$ cat src/rtl/ray_setup_invdir_if.sv
// ray_setup_invdir_if: ray input/output valid-ready bundle for the ray setup stage
interface ray_setup_invdir_if #(
  parameter int WIDTH    = 32,
  parameter int PI_WIDTH = 16
);
  logic                  in_valid;
  logic                  in_ready;
  logic [3*WIDTH-1:0]    in_orig;
  logic [3*WIDTH-1:0]    in_dir;
  logic [WIDTH-1:0]      in_min_t;
  logic [WIDTH-1:0]      in_max_t;
  logic [PI_WIDTH-1:0]   in_pi;
  logic                  out_valid;
  logic                  out_ready;
  logic [3*WIDTH-1:0]    out_orig;
  logic [3*WIDTH-1:0]    out_dir;
  logic [3*WIDTH-1:0]    out_invdir;
  logic [WIDTH-1:0]      out_min_t;
  logic [WIDTH-1:0]      out_max_t;
  logic [PI_WIDTH-1:0]   out_pi;
  modport master (
    output in_valid, in_orig, in_dir, in_min_t, in_max_t, in_pi, out_ready,
    input  in_ready, out_valid, out_orig, out_dir, out_invdir, out_min_t, out_max_t, out_pi
  );
  modport slave (
    input  in_valid, in_orig, in_dir, in_min_t, in_max_t, in_pi, out_ready,
    output in_ready, out_valid, out_orig, out_dir, out_invdir, out_min_t, out_max_t, out_pi
  );
endinterface

$ cat src/rtl/ray_setup_invdir.sv
// ray_setup_invdir: per-axis fixed-point reciprocal direction via one shared restoring divider; RAYSETUP_PERF_CNT_EN adds perf_rays/perf_sat
module ray_setup_invdir #(
  parameter int WIDTH    = 32,
  parameter int FRAC     = 16,
  parameter int PI_WIDTH = 16
) (
  input  logic clk,
  input  logic resetn,
  ray_setup_invdir_if.slave rs
`ifdef RAYSETUP_PERF_CNT_EN
  ,
  output logic [31:0] perf_rays,
  output logic [31:0] perf_sat
`endif
);
  typedef enum logic [1:0] {IDLE, DIV, DONE} state_t;
  localparam int CW = $clog2(WIDTH);
  localparam logic [2*WIDTH-1:0] DIVIDEND = {{(2*WIDTH-1){1'b0}}, 1'b1} << (2*FRAC);
  localparam logic [WIDTH-1:0] REM0 = DIVIDEND[2*WIDTH-1:WIDTH];
  localparam logic [WIDTH-1:0] DLO = DIVIDEND[WIDTH-1:0];
  localparam logic [WIDTH-1:0] SAT_LIM = WIDTH'(DIVIDEND >> (WIDTH-1));
  localparam logic [WIDTH-1:0] MAXP = {1'b0, {(WIDTH-1){1'b1}}};
  state_t              state_q, state_d;
  logic                alive_q;
  logic [1:0]          axis_q, axis_d;
  logic [CW-1:0]       cnt_q, cnt_d;
  logic [WIDTH-1:0]    rem_q, rem_d;
  logic [WIDTH-1:0]    quo_q, quo_d;
  logic [3*WIDTH-1:0]  orig_q, orig_d, dir_q, dir_d, invdir_q, invdir_d;
  logic [WIDTH-1:0]    min_t_q, min_t_d, max_t_q, max_t_d;
  logic [PI_WIDTH-1:0] pi_q, pi_d;
  logic [WIDTH-1:0]    d_ax, mag, qfin, mres, res;
  logic [WIDTH:0]      trial;
  logic [CW-1:0]       bidx;
  logic                neg, sat, ge, last, accept;
  assign d_ax   = dir_q[WIDTH*axis_q +: WIDTH];
  assign neg    = d_ax[WIDTH-1];
  assign mag    = neg ? -d_ax : d_ax;
  assign sat    = mag <= SAT_LIM;
  assign bidx   = CW'(WIDTH-1) - cnt_q;
  assign trial  = {rem_q, DLO[bidx]};
  assign ge     = trial >= {1'b0, mag};
  assign last   = cnt_q == CW'(WIDTH-1);
  assign qfin   = {quo_q[WIDTH-2:0], ge};
  // Saturated axes still run all WIDTH steps so latency never depends on data.
  assign mres   = sat ? MAXP : qfin;
  assign res    = neg ? -mres : mres;
  assign accept = state_q == IDLE && alive_q && rs.in_valid;
  always_comb begin
    state_d  = state_q;
    axis_d   = axis_q;
    cnt_d    = cnt_q;
    rem_d    = rem_q;
    quo_d    = quo_q;
    orig_d   = orig_q;
    dir_d    = dir_q;
    invdir_d = invdir_q;
    min_t_d  = min_t_q;
    max_t_d  = max_t_q;
    pi_d     = pi_q;
    if (accept) begin
      state_d = DIV;
      orig_d  = rs.in_orig;
      dir_d   = rs.in_dir;
      min_t_d = rs.in_min_t;
      max_t_d = rs.in_max_t;
      pi_d    = rs.in_pi;
      axis_d  = '0;
      cnt_d   = '0;
      rem_d   = REM0;
      quo_d   = '0;
    end
    if (state_q == DIV) begin
      rem_d = ge ? WIDTH'(trial - {1'b0, mag}) : trial[WIDTH-1:0];
      quo_d = qfin;
      cnt_d = cnt_q + 1'b1;
      if (last) begin
        invdir_d[WIDTH*axis_q +: WIDTH] = res;
        cnt_d   = '0;
        rem_d   = REM0;
        quo_d   = '0;
        axis_d  = axis_q + 2'd1;
        state_d = axis_q == 2'd2 ? DONE : DIV;
      end
    end
    if (state_q == DONE && rs.out_ready) state_d = IDLE;
  end
  always_ff @(posedge clk or negedge resetn)
    if (!resetn) begin
      state_q  <= IDLE;
      alive_q  <= 1'b0;
      axis_q   <= '0;
      cnt_q    <= '0;
      rem_q    <= '0;
      quo_q    <= '0;
      orig_q   <= '0;
      dir_q    <= '0;
      invdir_q <= '0;
      min_t_q  <= '0;
      max_t_q  <= '0;
      pi_q     <= '0;
    end else begin
      state_q  <= state_d;
      alive_q  <= 1'b1;
      axis_q   <= axis_d;
      cnt_q    <= cnt_d;
      rem_q    <= rem_d;
      quo_q    <= quo_d;
      orig_q   <= orig_d;
      dir_q    <= dir_d;
      invdir_q <= invdir_d;
      min_t_q  <= min_t_d;
      max_t_q  <= max_t_d;
      pi_q     <= pi_d;
    end
  assign rs.in_ready   = alive_q && state_q == IDLE;
  assign rs.out_valid  = state_q == DONE;
  assign rs.out_orig   = orig_q;
  assign rs.out_dir    = dir_q;
  assign rs.out_invdir = invdir_q;
  assign rs.out_min_t  = min_t_q;
  assign rs.out_max_t  = max_t_q;
  assign rs.out_pi     = pi_q;
`ifdef RAYSETUP_PERF_CNT_EN
  logic [31:0] perf_rays_q, perf_rays_d, perf_sat_q, perf_sat_d;
  always_comb begin
    perf_rays_d = perf_rays_q + {31'd0, state_q == DONE && rs.out_ready};
    perf_sat_d  = perf_sat_q + {31'd0, state_q == DIV && last && sat};
  end
  always_ff @(posedge clk or negedge resetn)
    if (!resetn) begin
      perf_rays_q <= '0;
      perf_sat_q  <= '0;
    end else begin
      perf_rays_q <= perf_rays_d;
      perf_sat_q  <= perf_sat_d;
    end
  assign perf_rays = perf_rays_q;
  assign perf_sat  = perf_sat_q;
`endif
endmodule

$ cat src/flat_wrapper.sv
// flat-port wrapper written by rule: the top's interface ports become plain ports
module ray_setup_invdir_flat 
#(
  parameter int WIDTH    = 32,
  parameter int FRAC     = 16,
  parameter int PI_WIDTH = 16
)
  (clk, resetn, rs_in_valid, rs_in_orig, rs_in_dir, rs_in_min_t, rs_in_max_t, rs_in_pi, rs_out_ready, rs_in_ready, rs_out_valid, rs_out_orig, rs_out_dir, rs_out_invdir, rs_out_min_t, rs_out_max_t, rs_out_pi);
  ray_setup_invdir_if #(.WIDTH(WIDTH), .PI_WIDTH(PI_WIDTH)) rs_i ();
  input  logic clk;
  input  logic resetn;
  input wire logic [$bits(rs_i.in_valid)-1:0] rs_in_valid;
  input wire logic [$bits(rs_i.in_orig)-1:0] rs_in_orig;
  input wire logic [$bits(rs_i.in_dir)-1:0] rs_in_dir;
  input wire logic [$bits(rs_i.in_min_t)-1:0] rs_in_min_t;
  input wire logic [$bits(rs_i.in_max_t)-1:0] rs_in_max_t;
  input wire logic [$bits(rs_i.in_pi)-1:0] rs_in_pi;
  input wire logic [$bits(rs_i.out_ready)-1:0] rs_out_ready;
  output wire logic [$bits(rs_i.in_ready)-1:0] rs_in_ready;
  output wire logic [$bits(rs_i.out_valid)-1:0] rs_out_valid;
  output wire logic [$bits(rs_i.out_orig)-1:0] rs_out_orig;
  output wire logic [$bits(rs_i.out_dir)-1:0] rs_out_dir;
  output wire logic [$bits(rs_i.out_invdir)-1:0] rs_out_invdir;
  output wire logic [$bits(rs_i.out_min_t)-1:0] rs_out_min_t;
  output wire logic [$bits(rs_i.out_max_t)-1:0] rs_out_max_t;
  output wire logic [$bits(rs_i.out_pi)-1:0] rs_out_pi;
  assign rs_i.in_valid = rs_in_valid;
  assign rs_i.in_orig = rs_in_orig;
  assign rs_i.in_dir = rs_in_dir;
  assign rs_i.in_min_t = rs_in_min_t;
  assign rs_i.in_max_t = rs_in_max_t;
  assign rs_i.in_pi = rs_in_pi;
  assign rs_i.out_ready = rs_out_ready;
  assign rs_in_ready = rs_i.in_ready;
  assign rs_out_valid = rs_i.out_valid;
  assign rs_out_orig = rs_i.out_orig;
  assign rs_out_dir = rs_i.out_dir;
  assign rs_out_invdir = rs_i.out_invdir;
  assign rs_out_min_t = rs_i.out_min_t;
  assign rs_out_max_t = rs_i.out_max_t;
  assign rs_out_pi = rs_i.out_pi;
  ray_setup_invdir #(.WIDTH(WIDTH), .FRAC(FRAC), .PI_WIDTH(PI_WIDTH)) u_core (.clk(clk), .resetn(resetn), .rs(rs_i));
endmodule
$ cat config.mk
export PLATFORM = sky130hd
export DESIGN_NAME = ray_setup_invdir_flat
export DESIGN_NICKNAME = d
export VERILOG_FILES = /design/src/rtl/ray_setup_invdir_if.sv /design/src/rtl/ray_setup_invdir.sv /design/src/flat_wrapper.sv
export SDC_FILE = /design/constraint.sdc
export NUM_CORES = 1
export LEC_CHECK = 0
export CAP_MARGIN = 40
export CORE_AREA = 2 2 255 257
export CTS_CLUSTER_DIAMETER = 200
export DETAILED_ROUTE_END_ITERATION = 8
export DIE_AREA = 0 0 257 259
export PLACE_DENSITY = 0.58
export SLEW_MARGIN = 40
export SYNTH_ARGS = -nofsm -noshare
export SYNTH_HDL_FRONTEND = slang
export SYNTH_SLANG_ARGS = --single-unit
$ cat constraint.sdc
create_clock -name clk -period 12.7 [get_ports clk]
set_clock_uncertainty 0.1 [all_clocks]
set_input_delay 1.27 -clock clk [delete_from_list [all_inputs] [get_ports clk]]
set_output_delay 1.27 -clock clk [all_outputs]
set_load 0.01 [all_outputs]
==> summary.md <==
| Metric | Value |
|---|---|
| Cell seen most often among critical-path stages | sky130_fd_sc_hd__ha_1 |
| Cell type with the highest aggregate area in the netlist | sky130_fd_sc_hd__dfrtp_1 |
| Fraction of synthesized cell area taken by the top area cell type | 0.5216 |
| Global-route wire length before repair | 122.3 mm |
| Global-route track usage on met2 | 0.3964 |
| Number of buffers on the longest clock path | 3 |
| Number of antenna violations at the first check in global routing | 17 |
| Mapped Nets | 2,132 |
| Result of the run | finished clean |
| Cell with the most instances after synthesis | sky130_fd_sc_hd__dfrtp_1 |
| Kind of end point of the critical path | flop |
| Main combinational cell family by area after synthesis | multiplexers |
| Core footprint | roughly 0.064 mm^2 |
| WP data required | about 13 ns |
| Cell count of the worst hold path | 2 |
| Resized cells post-CTS | 0 |
| Synthesized area divided by synthesized cell count | 11.65 um^2 |
| Flops & latches, synth | about 440 |
| Maximum number of pins on one net before global-route repair | 93 |
| Vias in the first global route | 18,278 |
| Synth-to-layout area growth | 44.18% |
| Number of nets with antenna violations after routing | 0 |
| Worst min-delay path startpoint | u_core.rs.out_invdir[41]$_DFFE_PN0P_ |
| Global placer's final weighted congestion | 0.9786 |
| Net count of the finished layout | 2,750 |
| Worst slack, placed | slightly below 2 ns |
| Critical path fanouts, max | 28 |
| Synth unique cells | 79 |
| GR met3 Demand/Resource | 0.06581 |
| Total standard cell area after synthesis | 0.02116 mm^2 |
| Yosys synthesis warning count | 0 |
| Area of the die | 0.06656 mm^2 |
| Average wire per cell in the routed design | ~25 um |
| Max rail drop VDD | 0.1354 mV |
| Data arrival time of the worst path | between 10 and 15 ns |
| Reg2reg setup slack | 1.74 ns |
| Slowest-stage cell, CP | sky130_fd_sc_hd__dfrtp_2 |
| Final setup slack of the worst path | 1.740 ns |
| Adder-cell share of the synthesized area | 0.02496 |
| Final count of pins violating max slew | 0 |
| Worst Setup Path Type | flop to flop |
| Worst relative slew slack | 0.4561 |
| DIE HEIGHT | 259 um |
| Complex-gate fraction of the synthesized area | 0.1528 |
| CTS Root Cell | sky130_fd_sc_hd__clkbuf_16 |
| Clock edge transition at the registers on the reported setup and hold paths | 0.06 ns |
| Final design utilization | 0.4775 |
| R2r startpoint | u_core.axis_q[1]$_DFF_PN0_ |
| Vias after detailed routing | 17,954 |
| Max-cap violations | 0 |
| Longest individual stage delay on the worst path | 0.56 ns |
| H-tree levels | 2 |
| Share of the clock period used by the worst path after layout | 0.8630 |
| Post-DP Area | 0.02861 mm^2 |
| GRT Resource Usage Total | 0.2424 |
| Leakage power | about 13 nW |
| Global route hottest layer | met2 |
| # hold bufs at CTS | 0 |
| Peak clock frequency supported by timing | about 0.091 GHz |
| Async S/R FF share, synth | 1.000 |
| Cells taking the most area after synthesis | sky130_fd_sc_hd__dfrtp_1, sky130_fd_sc_hd__mux2_2, sky130_fd_sc_hd__a22o_1 |
| Global route total overflow | 0 |
| Cell area after layout | 0.03050 mm^2 |
| Crit. Startpoint | u_core.axis_q[1]$_DFF_PN0_ |
| RSZ-0062 raised after global routing | false |
| Least-Margin Pin Slew | 0.8096 ns |
| PD cells | 268.5 mW/mm^2 |
| Fraction of layout instances using a drive strength above 1 | 0.1700 |
| Final period demand of the worst path | 10.96 ns |
| Buffering stage count on the worst path with inverters included | 2 |
| Total CTS buffers | 51 |
| Number of enable-type register cells in the synthesized netlist | 0 |
| Largest delay share family, worst path | simple AND/OR/NAND/NOR gates |
| Most common flop cell mapped by yosys | sky130_fd_sc_hd__dfrtp_1 |
| Sum Neg Setup Slack | 0 ns |
| DRC errors left | 0 |
| GR Util met1 | 0.3202 |
| Routed WL | 83.22 mm |
| Horiz. Die Dim | 257 um |
| Number of setup buffers added after CTS | 0 |
| Final Hold Vio Count | 0 |
| Post-synthesis mux area share | 0.1645 |
| Drt first-iter violations | between 1,000 and 1,500 |
| Total half-perimeter wirelength after legalization and detailed placement | approximately 64 mm |
| Vias per Instance | ~5.4 |
| Starting density of the core | 0.3312 |
| Seq/Total Area, Yosys | 0.5216 |
| Simple-Gate Fraction of Synth Area | 0.08688 |
| I/O pin count | 646 |
| First-pass DRT Iterations | 5 |
| Class of the worst hold path | flop to flop |
| Number of filler instances in the final layout | 5,737 |
| Gate Count Post-Synth | 1,816 |
| Logic depth of the worst register-to-register path | 32 |
| Capture endpoint of the worst hold path | u_core.rs.out_invdir[41]$_DFFE_PN0P_ |
| Commonest cells post-synth | sky130_fd_sc_hd__dfrtp_1, sky130_fd_sc_hd__mux2_2, sky130_fd_sc_hd__nand2_1, sky130_fd_sc_hd__o21ai_0, sky130_fd_sc_hd__a22o_1 |
| Fraction of synthesized cell area in xor and xnor cells | 0.02277 |
| Total of endpoints with negative setup slack in the final report | 0 |
| Reg2reg end | u_core.rs.out_invdir[92]$_DFFE_PN0P_ |
| CTS tree | built |
| CP startpoint kind | flop |
| Worst-Skew Late Latency | 0.60 ns |
| Clock sinks | approximately 440 |
| Cell row count | 93 |
| Number of buffer cells added on primary ports | ~650 |
==> cells by family after synthesis <==
group	Yosys count
muxes	313
buffers and inverters	134
other	1
adders and majority gates	42
AOI/OAI and AO/OA	452
xor gates and xnor gates	55
DFF	441
and+or+nand+nor	378
==> registers in the layout (all words and copies together), names as in the netlist, 16 cells and up <==
name,flops
u_core.rem_q,32
u_core.rs.out_pi,16
u_core.quo_q,31
u_core.rs.out_min_t,32
u_core.rs.out_max_t,32
u_core.rs.out_dir,96
u_core.rs.out_invdir,96
u_core.rs.out_orig,96
==> cell usage in the layout, fill, tap and decap left out, types with 10 or more instances in the layout <==
cell type / Yosys / routed
sky130_fd_sc_hd__a31oi_1: 22 / 22
sky130_fd_sc_hd__clkbuf_1: 85 / 12
sky130_fd_sc_hd__xor2_1: 17 / 17
sky130_fd_sc_hd__nor2_1: 86 / 83
sky130_fd_sc_hd__ha_1: 39 / 39
sky130_fd_sc_hd__xnor2_1: 38 / 38
sky130_fd_sc_hd__nand2_1: 124 / 122
sky130_fd_sc_hd__nor2b_1: 12 / 11
sky130_fd_sc_hd__mux2i_1: 36 / 36
sky130_fd_sc_hd__clkbuf_8: 0 / 14
sky130_fd_sc_hd__buf_4: 1 / 16
sky130_fd_sc_hd__o211ai_1: 11 / 11
sky130_fd_sc_hd__a22oi_1: 11 / 11
sky130_fd_sc_hd__clkdlybuf4s50_1: 0 / 644
sky130_fd_sc_hd__nand2b_1: 14 / 14
sky130_fd_sc_hd__and3_1: 13 / 13
sky130_fd_sc_hd__a21o_1: 22 / 22
sky130_fd_sc_hd__mux2_2: 277 / 277
sky130_fd_sc_hd__dfrtp_1: 441 / 439
sky130_fd_sc_hd__nand3_1: 23 / 23
sky130_fd_sc_hd__o2bb2ai_1: 22 / 21
sky130_fd_sc_hd__o21ai_0: 108 / 108
sky130_fd_sc_hd__nor3_1: 32 / 28
sky130_fd_sc_hd__inv_1: 27 / 27
sky130_fd_sc_hd__clkbuf_16: 0 / 54
sky130_fd_sc_hd__or4_1: 13 / 13
sky130_fd_sc_hd__a21oi_1: 61 / 61
sky130_fd_sc_hd__or3_1: 16 / 16
sky130_fd_sc_hd__a221o_1: 10 / 10
sky130_fd_sc_hd__a22o_1: 96 / 96
sky130_fd_sc_hd__nand4_1: 12 / 12
==> worst max path at each step <==
stage	to	depth (start not counted)
3_5_place_dp	u_core.rs.out_invdir[60]$_DFFE_PN0P_	32
2_1_floorplan	u_core.rs.out_invdir[28]$_DFFE_PN0P_	36
5_1_grt	u_core.rs.out_invdir[60]$_DFFE_PN0P_	30
6_report	u_core.rs.out_invdir[92]$_DFFE_PN0P_	32
4_1_cts	u_core.rs.out_invdir[60]$_DFFE_PN0P_	30
3_3_place_gp	u_core.rs.out_invdir[60]$_DFFE_PN0P_	30
==> through the flow <==
| stage | total power, mW | instances | hold slack [ns] |
|---|---|---|---|
| final | 8.189 | 3338 | 0.3818 |
| after CTS | 8.199 | 3329 | 0.3833 |
| after floorplan | 4.857 | 1816 | 0.3644 |
| after global routing | 8.736 | 3335 | 0.4127 |
| after detailed placement | 6.569 | 3234 | 0.3703 |
| after global placement | 6.484 | 3231 | 0.3657 |
==> layout make-up <==
| cell class | count | area (um^2) | share of cell area |
|---|---|---|---|
| Antenna cell | 7 | 17.52 | 0.0005743 |
| Clock buffer | 77 | 1536 | 0.05037 |
| Clock inverter | 18 | 274.0 | 0.008983 |
| Inverter | 28 | 105.1 | 0.003446 |
| Multi-Input combinational cell | 1241 | 9673 | 0.3171 |
| Sequential cell | 441 | 11040 | 0.3620 |
| Tap cell | 855 | 1070 | 0.03507 |
| Timing Repair Buffer | 671 | 6787 | 0.2225 |
==> power by group <==
part | total [mW] | internal [mW] | switching [mW]
sequential | 2.27 | 1.85 | 0.426
combinational | 4.33 | 1.99 | 2.35
clock | 1.58 | 0.960 | 0.623
total | 8.19 | 4.79 | 3.39
==> routing by layer <==
metal  vias to the layer above  wire [um]  part of all wire
met5                         -        126            0.0015
met4                        22       1873             0.023
met3                       123       6448             0.077
met2                       668      39700              0.48
met1                      9144      35070              0.42
li1                       7997          -                 -
==> worst register-to-register path, delay by kind of cell, from the launching register on <==
kind	cells	cell delay, ns
DFF	1	0.56
AOI/OAI and AO/OA	11	3.20
and+or+nand+nor	15	5.11
buffers and inverters	2	0.75
xor gates and xnor gates	1	0.26
adders and majority gates	3	0.90
Power figures use the tool's default switching activity.
